### src/rtl/memory_access_pkg.sv
// memory_access_pkg
//   Types and helpers shared by the memory-access stage and its sub-modules:
//   stage FSM encoding, opcode encoding, the inter-stage content_t bundle,
//   byte-strobe base patterns and load/store opcode predicates.
package memory_access_pkg;

    typedef enum logic [1:0] {
        IDLE = 2'd0,
        REQ  = 2'd1,
        WAIT = 2'd2,
        DONE = 2'd3
    } mem_state_t;

    typedef enum logic [3:0] {
        OP_ADDU = 4'd0,
        OP_LB   = 4'd1,
        OP_LBU  = 4'd2,
        OP_LH   = 4'd3,
        OP_LHU  = 4'd4,
        OP_LW   = 4'd5,
        OP_SB   = 4'd6,
        OP_SH   = 4'd7,
        OP_SW   = 4'd8,
        OP_OR   = 4'd9
    } op_t;

    // Bundle passed Execute -> Memory -> Writeback.
    // valE: ALU result / effective address, valB: store data, valM: load result.
    typedef struct packed {
        op_t         opcode;
        logic [4:0]  dst;
        logic [31:0] valE;
        logic [31:0] valB;
        logic [31:0] valM;
    } content_t;

    // Strobe base patterns, shifted into the addressed lane by the aligner.
    localparam logic [3:0] STRB_B = 4'b0001;
    localparam logic [3:0] STRB_H = 4'b0011;
    localparam logic [3:0] STRB_W = 4'b1111;

    function automatic logic is_load(op_t op);
        case (op)
            OP_LB, OP_LBU, OP_LH, OP_LHU, OP_LW: is_load = 1'b1;
            default:                             is_load = 1'b0;
        endcase
    endfunction

    function automatic logic is_store(op_t op);
        case (op)
            OP_SB, OP_SH, OP_SW: is_store = 1'b1;
            default:             is_store = 1'b0;
        endcase
    endfunction

endpackage

### src/rtl/memory_access_if.sv
// memory_access_if
//   Data-bus request/response channel between the memory-access stage
//   (master) and the data memory / cache (slave).
//   dreq_valid/dreq_addr/dreq_wen/dreq_wdata : request, held until daddr_ok
//   daddr_ok : slave accepted the request this cycle
//   ddata_ok : slave completed the transaction this cycle, drdata valid
interface memory_access_if #(
    parameter int ADDR_W = 32,
    parameter int DATA_W = 32
);
    logic              dreq_valid;
    logic [ADDR_W-1:0] dreq_addr;
    logic [3:0]        dreq_wen;
    logic [DATA_W-1:0] dreq_wdata;
    logic              daddr_ok;
    logic              ddata_ok;
    logic [DATA_W-1:0] drdata;

    modport master (
        output dreq_valid, dreq_addr, dreq_wen, dreq_wdata,
        input  daddr_ok, ddata_ok, drdata
    );

    modport slave (
        input  dreq_valid, dreq_addr, dreq_wen, dreq_wdata,
        output daddr_ok, ddata_ok, drdata
    );
endinterface

### src/rtl/memory_access_mem_align.sv
// memory_access_mem_align
//   Combinational lane logic for byte/half/word accesses on a 32-bit bus.
//   Inputs : opcode, addr_lo (address bits [1:0]), valb (store data),
//            drdata (bus read data)
//   Outputs: wen (byte strobes, zero for loads), wdata (lane-replicated store
//            data), valm (aligned and extended load data, zero otherwise),
//            misalign (address not aligned to the access size)
module memory_access_mem_align
    import memory_access_pkg::*;
(
    input  op_t         opcode,
    input  logic [1:0]  addr_lo,
    input  logic [31:0] valb,
    input  logic [31:0] drdata,
    output logic [3:0]  wen,
    output logic [31:0] wdata,
    output logic [31:0] valm,
    output logic        misalign
);

    logic [7:0]  byte_s;
    logic [15:0] half_s;

    // Pick the addressed byte and half-word out of the read word.
    always_comb begin
        byte_s = drdata[{addr_lo, 3'b000} +: 8];
        half_s = drdata[{addr_lo[1], 4'b0000} +: 16];
    end

    // Per-opcode strobes, store replication, load extension and misalignment;
    // a misaligned access yields no strobes and a zero result.
    always_comb begin
        wen      = 4'b0000;
        wdata    = 32'h0000_0000;
        valm     = 32'h0000_0000;
        misalign = 1'b0;
        case (opcode)
            OP_LB:  valm = {{24{byte_s[7]}}, byte_s};
            OP_LBU: valm = {24'h00_0000, byte_s};
            OP_LH: begin
                misalign = addr_lo[0];
                valm     = misalign ? 32'h0000_0000 : {{16{half_s[15]}}, half_s};
            end
            OP_LHU: begin
                misalign = addr_lo[0];
                valm     = misalign ? 32'h0000_0000 : {16'h0000, half_s};
            end
            OP_LW: begin
                misalign = (addr_lo != 2'b00);
                valm     = misalign ? 32'h0000_0000 : drdata;
            end
            OP_SB: begin
                wen   = STRB_B << addr_lo;
                wdata = {4{valb[7:0]}};
            end
            OP_SH: begin
                misalign = addr_lo[0];
                wen      = misalign ? 4'b0000 : (STRB_H << {addr_lo[1], 1'b0});
                wdata    = {2{valb[15:0]}};
            end
            OP_SW: begin
                misalign = (addr_lo != 2'b00);
                wen      = misalign ? 4'b0000 : STRB_W;
                wdata    = valb;
            end
            default: begin
                wen      = 4'b0000;
                wdata    = 32'h0000_0000;
                valm     = 32'h0000_0000;
                misalign = 1'b0;
            end
        endcase
    end

endmodule

### src/rtl/memory_access.sv
// memory_access
//   Pipeline stage after Execute. Non-memory instructions pass to Writeback
//   after one register stage; loads/stores run one request/response
//   transaction on the data bus and return aligned/extended load data in valM.
//   clk, resetn       : clock, synchronous active-low reset
//   in_valid, in_cont : instruction from Execute (held by upstream while busy)
//   busy              : stage occupied, upstream must stall
//   out_valid, out_cont, out_misalign : one-cycle result to Writeback
//   dbus              : data-bus master port
module memory_access
    import memory_access_pkg::*;
#(
    parameter int ADDR_W = 32,
    parameter int DATA_W = 32
) (
    input  logic              clk,
    input  logic              resetn,
    input  logic              in_valid,
    input  content_t          in_cont,
    output logic              busy,
    output logic              out_valid,
    output content_t          out_cont,
    output logic              out_misalign,
    memory_access_if.master   dbus
);

    mem_state_t        state_r;
    content_t          cont_r;
    content_t          out_cont_r;
    content_t          accept_cont_s;
    content_t          done_cont_s;
    logic              busy_r;
    logic              out_valid_r;
    logic              out_misalign_r;
    logic              dreq_valid_r;
    logic [ADDR_W-1:0] dreq_addr_r;
    logic [3:0]        dreq_wen_r;
    logic [DATA_W-1:0] dreq_wdata_r;

    op_t               al_op_s;
    logic [1:0]        al_addr_s;
    logic [31:0]       al_valb_s;
    logic [3:0]        al_wen_s;
    logic [31:0]       al_wdata_s;
    logic [31:0]       al_valm_s;
    logic              al_misalign_s;
    logic              mem_op_s;

    // The aligner looks at the incoming bundle while IDLE (misalignment and
    // request fields) and at the latched bundle afterwards (load response).
    always_comb begin
        if (state_r == IDLE) begin
            al_op_s   = in_cont.opcode;
            al_addr_s = in_cont.valE[1:0];
            al_valb_s = in_cont.valB;
        end else begin
            al_op_s   = cont_r.opcode;
            al_addr_s = cont_r.valE[1:0];
            al_valb_s = cont_r.valB;
        end
    end

    memory_access_mem_align u_align (
        .opcode   (al_op_s),
        .addr_lo  (al_addr_s),
        .valb     (al_valb_s),
        .drdata   (dbus.drdata),
        .wen      (al_wen_s),
        .wdata    (al_wdata_s),
        .valm     (al_valm_s),
        .misalign (al_misalign_s)
    );

    // Result bundles: straight-through acceptance (non-memory keeps its valM,
    // misaligned memory op gets zero) and bus completion (aligner's valM).
    always_comb begin
        mem_op_s      = is_load(in_cont.opcode) || is_store(in_cont.opcode);
        accept_cont_s = in_cont;
        if (mem_op_s) begin
            accept_cont_s.valM = 32'h0000_0000;
        end else begin
            accept_cont_s.valM = in_cont.valM;
        end
        done_cont_s      = cont_r;
        done_cont_s.valM = al_valm_s;
    end

    // Stage FSM with all outputs registered.
    always_ff @(posedge clk) begin
        if (!resetn) begin
            state_r        <= IDLE;
            cont_r         <= '0;
            out_cont_r     <= '0;
            busy_r         <= 1'b0;
            out_valid_r    <= 1'b0;
            out_misalign_r <= 1'b0;
            dreq_valid_r   <= 1'b0;
            dreq_addr_r    <= '0;
            dreq_wen_r     <= 4'b0000;
            dreq_wdata_r   <= '0;
        end else begin
            case (state_r)
                IDLE: begin
                    out_valid_r    <= 1'b0;
                    out_misalign_r <= 1'b0;
                    if (in_valid) begin
                        cont_r <= in_cont;
                        busy_r <= 1'b1;
                        if (mem_op_s && !al_misalign_s) begin
                            state_r      <= REQ;
                            dreq_valid_r <= 1'b1;
                            dreq_addr_r  <= ADDR_W'({in_cont.valE[31:2], 2'b00});
                            dreq_wen_r   <= al_wen_s;
                            dreq_wdata_r <= DATA_W'(al_wdata_s);
                        end else begin
                            state_r        <= DONE;
                            out_valid_r    <= 1'b1;
                            out_misalign_r <= al_misalign_s;
                            out_cont_r     <= accept_cont_s;
                        end
                    end
                end
                REQ: begin
                    if (dbus.daddr_ok) begin
                        dreq_valid_r <= 1'b0;
                        if (dbus.ddata_ok) begin
                            state_r     <= DONE;
                            out_valid_r <= 1'b1;
                            out_cont_r  <= done_cont_s;
                        end else begin
                            state_r <= WAIT;
                        end
                    end
                end
                WAIT: begin
                    if (dbus.ddata_ok) begin
                        state_r     <= DONE;
                        out_valid_r <= 1'b1;
                        out_cont_r  <= done_cont_s;
                    end
                end
                DONE: begin
                    state_r        <= IDLE;
                    busy_r         <= 1'b0;
                    out_valid_r    <= 1'b0;
                    out_misalign_r <= 1'b0;
                end
                default: begin
                    state_r        <= IDLE;
                    busy_r         <= 1'b0;
                    out_valid_r    <= 1'b0;
                    out_misalign_r <= 1'b0;
                    dreq_valid_r   <= 1'b0;
                end
            endcase
        end
    end

    assign busy            = busy_r;
    assign out_valid       = out_valid_r;
    assign out_cont        = out_cont_r;
    assign out_misalign    = out_misalign_r;
    assign dbus.dreq_valid = dreq_valid_r;
    assign dbus.dreq_addr  = dreq_addr_r;
    assign dbus.dreq_wen   = dreq_wen_r;
    assign dbus.dreq_wdata = dreq_wdata_r;

endmodule

### src/flat_wrapper.sv
// flat-port wrapper written by rule: the top's interface ports become plain ports
module memory_access_flat import memory_access_pkg::*;
#(
    parameter int ADDR_W = 32,
    parameter int DATA_W = 32
)
  (clk, resetn, in_valid, in_cont, busy, out_valid, out_cont, out_misalign, dbus_dreq_valid, dbus_dreq_addr, dbus_dreq_wen, dbus_dreq_wdata, dbus_daddr_ok, dbus_ddata_ok, dbus_drdata);
  memory_access_if #(.ADDR_W(ADDR_W), .DATA_W(DATA_W)) dbus_i ();
  input  logic clk;
  input  logic resetn;
  input  logic in_valid;
  input  content_t in_cont;
  output logic busy;
  output logic out_valid;
  output content_t out_cont;
  output logic out_misalign;
  output wire logic [$bits(dbus_i.dreq_valid)-1:0] dbus_dreq_valid;
  output wire logic [$bits(dbus_i.dreq_addr)-1:0] dbus_dreq_addr;
  output wire logic [$bits(dbus_i.dreq_wen)-1:0] dbus_dreq_wen;
  output wire logic [$bits(dbus_i.dreq_wdata)-1:0] dbus_dreq_wdata;
  input wire logic [$bits(dbus_i.daddr_ok)-1:0] dbus_daddr_ok;
  input wire logic [$bits(dbus_i.ddata_ok)-1:0] dbus_ddata_ok;
  input wire logic [$bits(dbus_i.drdata)-1:0] dbus_drdata;
  assign dbus_dreq_valid = dbus_i.dreq_valid;
  assign dbus_dreq_addr = dbus_i.dreq_addr;
  assign dbus_dreq_wen = dbus_i.dreq_wen;
  assign dbus_dreq_wdata = dbus_i.dreq_wdata;
  assign dbus_i.daddr_ok = dbus_daddr_ok;
  assign dbus_i.ddata_ok = dbus_ddata_ok;
  assign dbus_i.drdata = dbus_drdata;
  memory_access #(.ADDR_W(ADDR_W), .DATA_W(DATA_W)) u_core (.clk(clk), .resetn(resetn), .in_valid(in_valid), .in_cont(in_cont), .busy(busy), .out_valid(out_valid), .out_cont(out_cont), .out_misalign(out_misalign), .dbus(dbus_i));
endmodule
### config.mk
export PLATFORM = sky130hd
export DESIGN_NAME = memory_access_flat
export DESIGN_NICKNAME = d
export VERILOG_FILES = /design/src/rtl/memory_access_pkg.sv /design/src/rtl/memory_access_if.sv /design/src/rtl/memory_access_mem_align.sv /design/src/rtl/memory_access.sv /design/src/flat_wrapper.sv
export SDC_FILE = /design/constraint.sdc
export NUM_CORES = 1
export LEC_CHECK = 0
export ABC_AREA = 0
export CAP_MARGIN = 10
export CORE_ASPECT_RATIO = 0.5
export CORE_UTILIZATION = 35
export CTS_CLUSTER_SIZE = 14
export DETAILED_ROUTE_END_ITERATION = 10
export SLEW_MARGIN = 20
export SYNTH_ARGS = -nofsm -noshare
export SYNTH_HDL_FRONTEND = slang
export SYNTH_SLANG_ARGS = --single-unit
### constraint.sdc
create_clock -name clk -period 2.35 [get_ports clk]
set_input_delay 0.5875 -clock clk [delete_from_list [all_inputs] [get_ports clk]]
set_output_delay 0.5875 -clock clk [all_outputs]
set_load 0.01 [all_outputs]
# Word-level counts from Yosys, hierarchy flattened
# Cells that the tools add are included.
# totals
regBits,250
# op_classes
n_reduce_logical,18
n_mux,39
shifts,4
n_eq_ne,24
# ops
operator,count
$mux 105,4
$pmux 105 s3,1
$pmux 32 s5,1
$mux 32,3
$pmux 32 s3,1
$eq 4x3->1 const B,8
$shiftx 32x6->16,1
$shiftx 32x6->8,1
$eq 4x2->1 const B,4
$mux 16,1
$mux 1,13
$mux 4,3
$pmux 4 s3,1
$mux 2,5
$ne 2x2->1 const B,5
$eq 4x1->1 const B,2
$eq 4x4->1 const B,2
$pmux 1 s2,4
$pmux 2 s4,1
$reduce_and 4->1,2
$reduce_and 3->1,2
$reduce_bool 2->1,3
$reduce_or 3->1,2
$reduce_or 5->1,1
12 further kinds,14

# Longest topological paths before layout
# logic_depth
ltp_word,10
depth_mapped,14

# Modules after synthesis
# Synthesis repeated with hierarchy kept, for this count alone.
# hier_totals
hier_cells,1395
area_unflattened_um2,12236.7
# by_module_without_submodules
mod,seq_area_each_um2,n_inst,area_each_um2,cells_each
memory_access,5004.8,1,11081.9,1221
memory_access_mem_align,0.0,1,1154.9,174

# Worst setup path before layout
# OpenSTA, ideal clock, no wires.
# synth_path
path_type,register to register
startpoint,register u_core.state_r[0]
endpoint,register u_core.out_cont_r (netlist bit u_core.out_cont[90])
setup_time_ps,116
arrival_time_ps,2388
required_time_ps,2234
period_less_slack_ps,2504
stages_incl_launch_ff,12
slack_ps,-154
path_cell_list,dfxtp_1 -> inv_1 -> ha_1 -> buf_6 -> or3b_1 -> a211o_1 -> a21o_1 -> a41oi_2 -> buf_4 -> buf_2 -> nand2_1 -> o211a_1
# synth_between
elab_chain_cells,9
# synth_lines
element,line_no,rtl
from (decl),memory_access.sv:27,mem_state_t state_r;
from (signal assigned),memory_access.sv:91,state_r <= IDLE;
from (signal assigned),memory_access.sv:110,state_r <= REQ;
from (signal assigned),memory_access.sv:116,state_r <= DONE;
$logic_not 2->1,"memory_access.sv:52, memory_access.sv:102",
$mux 4,memory_access.sv:52,if (state_r == IDLE) begin
$eq 4x3->1 (tied with other cells),memory_access_mem_align.sv:37,case (opcode)
$reduce_or 3->1 (no source line) / $reduce_or 2->1 (equally long branches),-,
$pmux 1 s2,memory_access_mem_align.sv:37,
$logic_not 1->1,memory_access.sv:109,if (mem_op_s && !al_misalign_s) begin
$logic_and 1x1->1,memory_access.sv:109,
$ne 2x2->1 (no source line),-,
$reduce_and 4->1 (no source line),-,
to (signal assigned),memory_access.sv:119,out_cont_r <= accept_cont_s;
to (signal assigned),memory_access.sv:129,out_cont_r <= done_cont_s;
to (signal assigned),memory_access.sv:139,out_cont_r <= done_cont_s;
to (decl),memory_access.sv:29,content_t out_cont_r;
# Parallel ways exist; a longest one is shown, timed or not.
# A chain may end at the register's enable or synchronous reset.

# Worst setup path after layout
# layout_path
startpoint,register u_core.state_r[1]
endpoint,register u_core.out_cont_r (netlist bit u_core.out_cont[66])
# Same word-level chain as after synthesis.

==> results.yml <==
power_and_ir_drop:
  p_leak_uw: 0.00712
  power_frac_seq: 0.282
  power_switching_uw: 8270
  power_density_nw_per_um2: 1320
  p_clk_frac: 0.182
  power_frac_comb: 0.536
  irDropWorstVdd_uv: 587
  swShare: 0.369
  internal-power_uw: 14100
worst_hold_path:
  hold_end: "u_core.out_cont[64]$_SDFFE_PN0P_"
  hold_path_depth: 2
  hp-class: "in -> reg"
  hp-start: "resetn"
synthesis:
  ys_types: 55
  synth-edff-count: 0
  synth.avg_cell_area_um2: 8.84
  yosys_warnings: 0
  synthFlopType: "dfxtp_1"
  synth_seq_cells: 250
  yosysSeqAreaShare: 0.438
  syn_inst: 1294
  synth_area_um2: 11400
  synthArstFlopShare: 0
clock_network:
  cts_made_buffers: 25
  numClockSinks: 250
  clk_pin_slew_ns: 0.06
  clk_latency_ns: 0.54
  cts_buffer_depth: 3
  cts_root_buffer: "clkbuf_16"
  htreeDepth: 1
  cts_tree: "built"
setup_path:
  endpoint_kind: "register"
  reg2regPathDepth: 11
  cp.arrival_ns: 2.98
  timing.rr.start: "u_core.state_r[1]$_SDFFE_PN0P_"
  worstSetupPathType: "reg -> reg"
  required_ns: 2.78
  cp-start-kind: "register"
  r2r_slack_ns: -0.20
  cp_max_fo: 10
  r2r_end: "u_core.out_cont[66]$_SDFFE_PN0P_"
floorplanning:
  die_area_um2: 33400
  die_height_um: 130
  coreArea_um2: 31900
  ios: 319
  initial_core_util: 0.359
  die_x_um: 258
  num_rows: 46
timing:
  fin_ws_ns: -0.200
  setup_violations: 171
  tightestPinTransition_ns: 0.888
  fin_worst_skew_ns: 0.0122
  hold_viol_final: 0
  fmax_mhz: 392
  period_minus_slack_ns: 2.55
  relSlewSlack: 0.408
  fin_crit_sh: 1.09
  drv_slew: 0
  rsz0062_at_grt: "yes"
routing:
  routedWlPerCell_um: 19.2
  via_per_inst: 5.24
  vias: 11000
  dr.pass1.iters: 8
  routed_wirelength_um: 40400
  drtIter0Drc: 935
  drc_errors: 0
  ant_nets: 0
cells_and_area:
  nNetsFinal: 1800
  layout_common_cells: "nand2_1 (331), clkdlybuf4s50_1 (315), dfxtp_1 (248), a21boi_0 (104), buf_4 (103)"
  nFillCells: 2901
  postLayoutCoreUtil: 0.532
  regArea_um2: 5010
  drive_above_1_share: 0.127
  area_delta_synth_final_pct: 48.5
  layout_commonest_cell: "nand2_1"
  multi_input_area_um2: 5970
  antenna_cells: 0
run_status:
  outcome: "finished, violations left"
  violations: "negative setup slack"
global_routing:
  grt_max_degree: 93
  grt_overflow: 0
  grt_pass1_wl_um: 60300
  grt_pass1_vias: 10600
  track_usage: 0.228
  antenna_found_initial: 0
placed_design:
  dpl.hpwl_um: 28200
  gp_congestion: 0.874
  portBuffers: 316
  dp_slack_ns: -0.653
flow_run:
  cap_violations: 0
-- per-layer routing --
metal  global-route usage  vias to the layer above  share of wire
li1                     -                     5295              -
met5                    0                        -              0
met1                0.295                     5316           0.45
met4               0.0536                        0          0.021
met2                0.402                      346           0.48
met3               0.0350                       63          0.049
-- what timing repair did --
action | 4_1_cts | 5_1_grt
pin swaps | 2 | 4
resized for setup | 14 | 18
endpoints found under the setup margin | 168 | 173
gates cloned | 2 | 6
setup buffers | 6 | 7
hold buffers | 0 | 0
-- worst max-delay path, cell delays in order, from the launching register on --
cell and delay [ns]:
dfxtp_2 0.34, inv_2 0.06, ha_4 0.20, or3b_4 0.39, a211o_1 0.34, a21o_4 0.25, a41oi_4 0.17, buf_4 0.19
buf_12 0.15, buf_4 0.17, nand2_1 0.06, o211a_1 0.12
-- state kept, by name, summed over array words and instances, names as in the netlist --
name / count
u_core.busy: 1
u_core.dbus.dreq_valid: 1
u_core.out_cont: 105
u_core.dbus.dreq_wen: 4
u_core.state_r: 2
u_core.dbus.dreq_wdata: 32
u_core.out_misalign: 1
u_core.out_valid: 1
u_core.dbus.dreq_addr: 30
u_core.cont_r: 73
-- through the flow --
stage	hold WS [ns]	instance area, um2	instances	total power, uW	TNS, ns
4_1_cts	0.382	16700	2089	21800	-14.12
2_1_floorplan	0.443	11500	1295	12100	0
5_1_grt	0.386	17000	2102	23700	-33.92
6_report	0.403	17000	2102	22400	-16.86
3_5_place_dp	0.441	15700	2038	17200	-97.47
3_3_place_gp	0.441	15700	2038	17000	-96.24
-- synthesized netlist by cell type (all sizes together), types with 16 or more instances --
master  number  area share
clkbuf      73       0.024
nor3b       20       0.013
a222oi      16       0.014
buf         48       0.024
mux2i       79       0.069
nor2        26      0.0085
and2        22       0.012
o21ai       63       0.028
a21boi     117       0.077
nand3       20      0.0088
a31oi       26       0.014
a221oi      19       0.015
dfxtp      250        0.44
nand2      333        0.11
o211a       82       0.072
-- layout make-up --
cell class / count / area share
multi-input combinational: 919 / 0.352
sequential: 250 / 0.295
timing repair buffer: 453 / 0.273
clock buffer: 37 / 0.0424
tap: 432 / 0.0318
clock inverter: 6 / 0.00508
inverter: 5 / 0.00111
-- power groups by stage --
stage          Sequential [uW]  Combinational [uW]  Clock, uW
5_1_grt                   6460               12900       4340
6_report                  6310               12000       4070
3_3_place_gp              6350               10700          0
2_1_floorplan             6750                5390          0
3_5_place_dp              6380               10800          0
4_1_cts                   6310               11300       4170
-- cells by family after synthesis --
group	share of synthesized area
compound gates	0.250
xor+xnor	0.00230
fa+ha+maj	0.00438
buf+inv	0.0494
flops	0.438
mux	0.0872
other cells	0.000328
simple gates	0.169
-- how the worst max path moves through the flow --
stage	from	endpoint	slack, ns	depth (start not counted)
2_1_floorplan	u_core.state_r[0]$_SDFFE_PN0P_	u_core.dbus.dreq_wdata[29]$_SDFFE_PN0P_	0.007	14
3_3_place_gp	in_cont[101]	u_core.out_cont[44]$_SDFFE_PN0P_	-0.63	9
6_report	u_core.state_r[1]$_SDFFE_PN0P_	u_core.out_cont[66]$_SDFFE_PN0P_	-0.20	11
4_1_cts	u_core.state_r[1]$_SDFFE_PN0P_	u_core.out_cont[44]$_SDFFE_PN0P_	-0.17	11
5_1_grt	u_core.state_r[1]$_SDFFE_PN0P_	u_core.out_cont[98]$_SDFFE_PN0P_	-0.27	11
3_5_place_dp	in_cont[101]	u_core.out_cont[34]$_SDFFE_PN0P_	-0.65	9
Power figures use the tool's default switching activity.
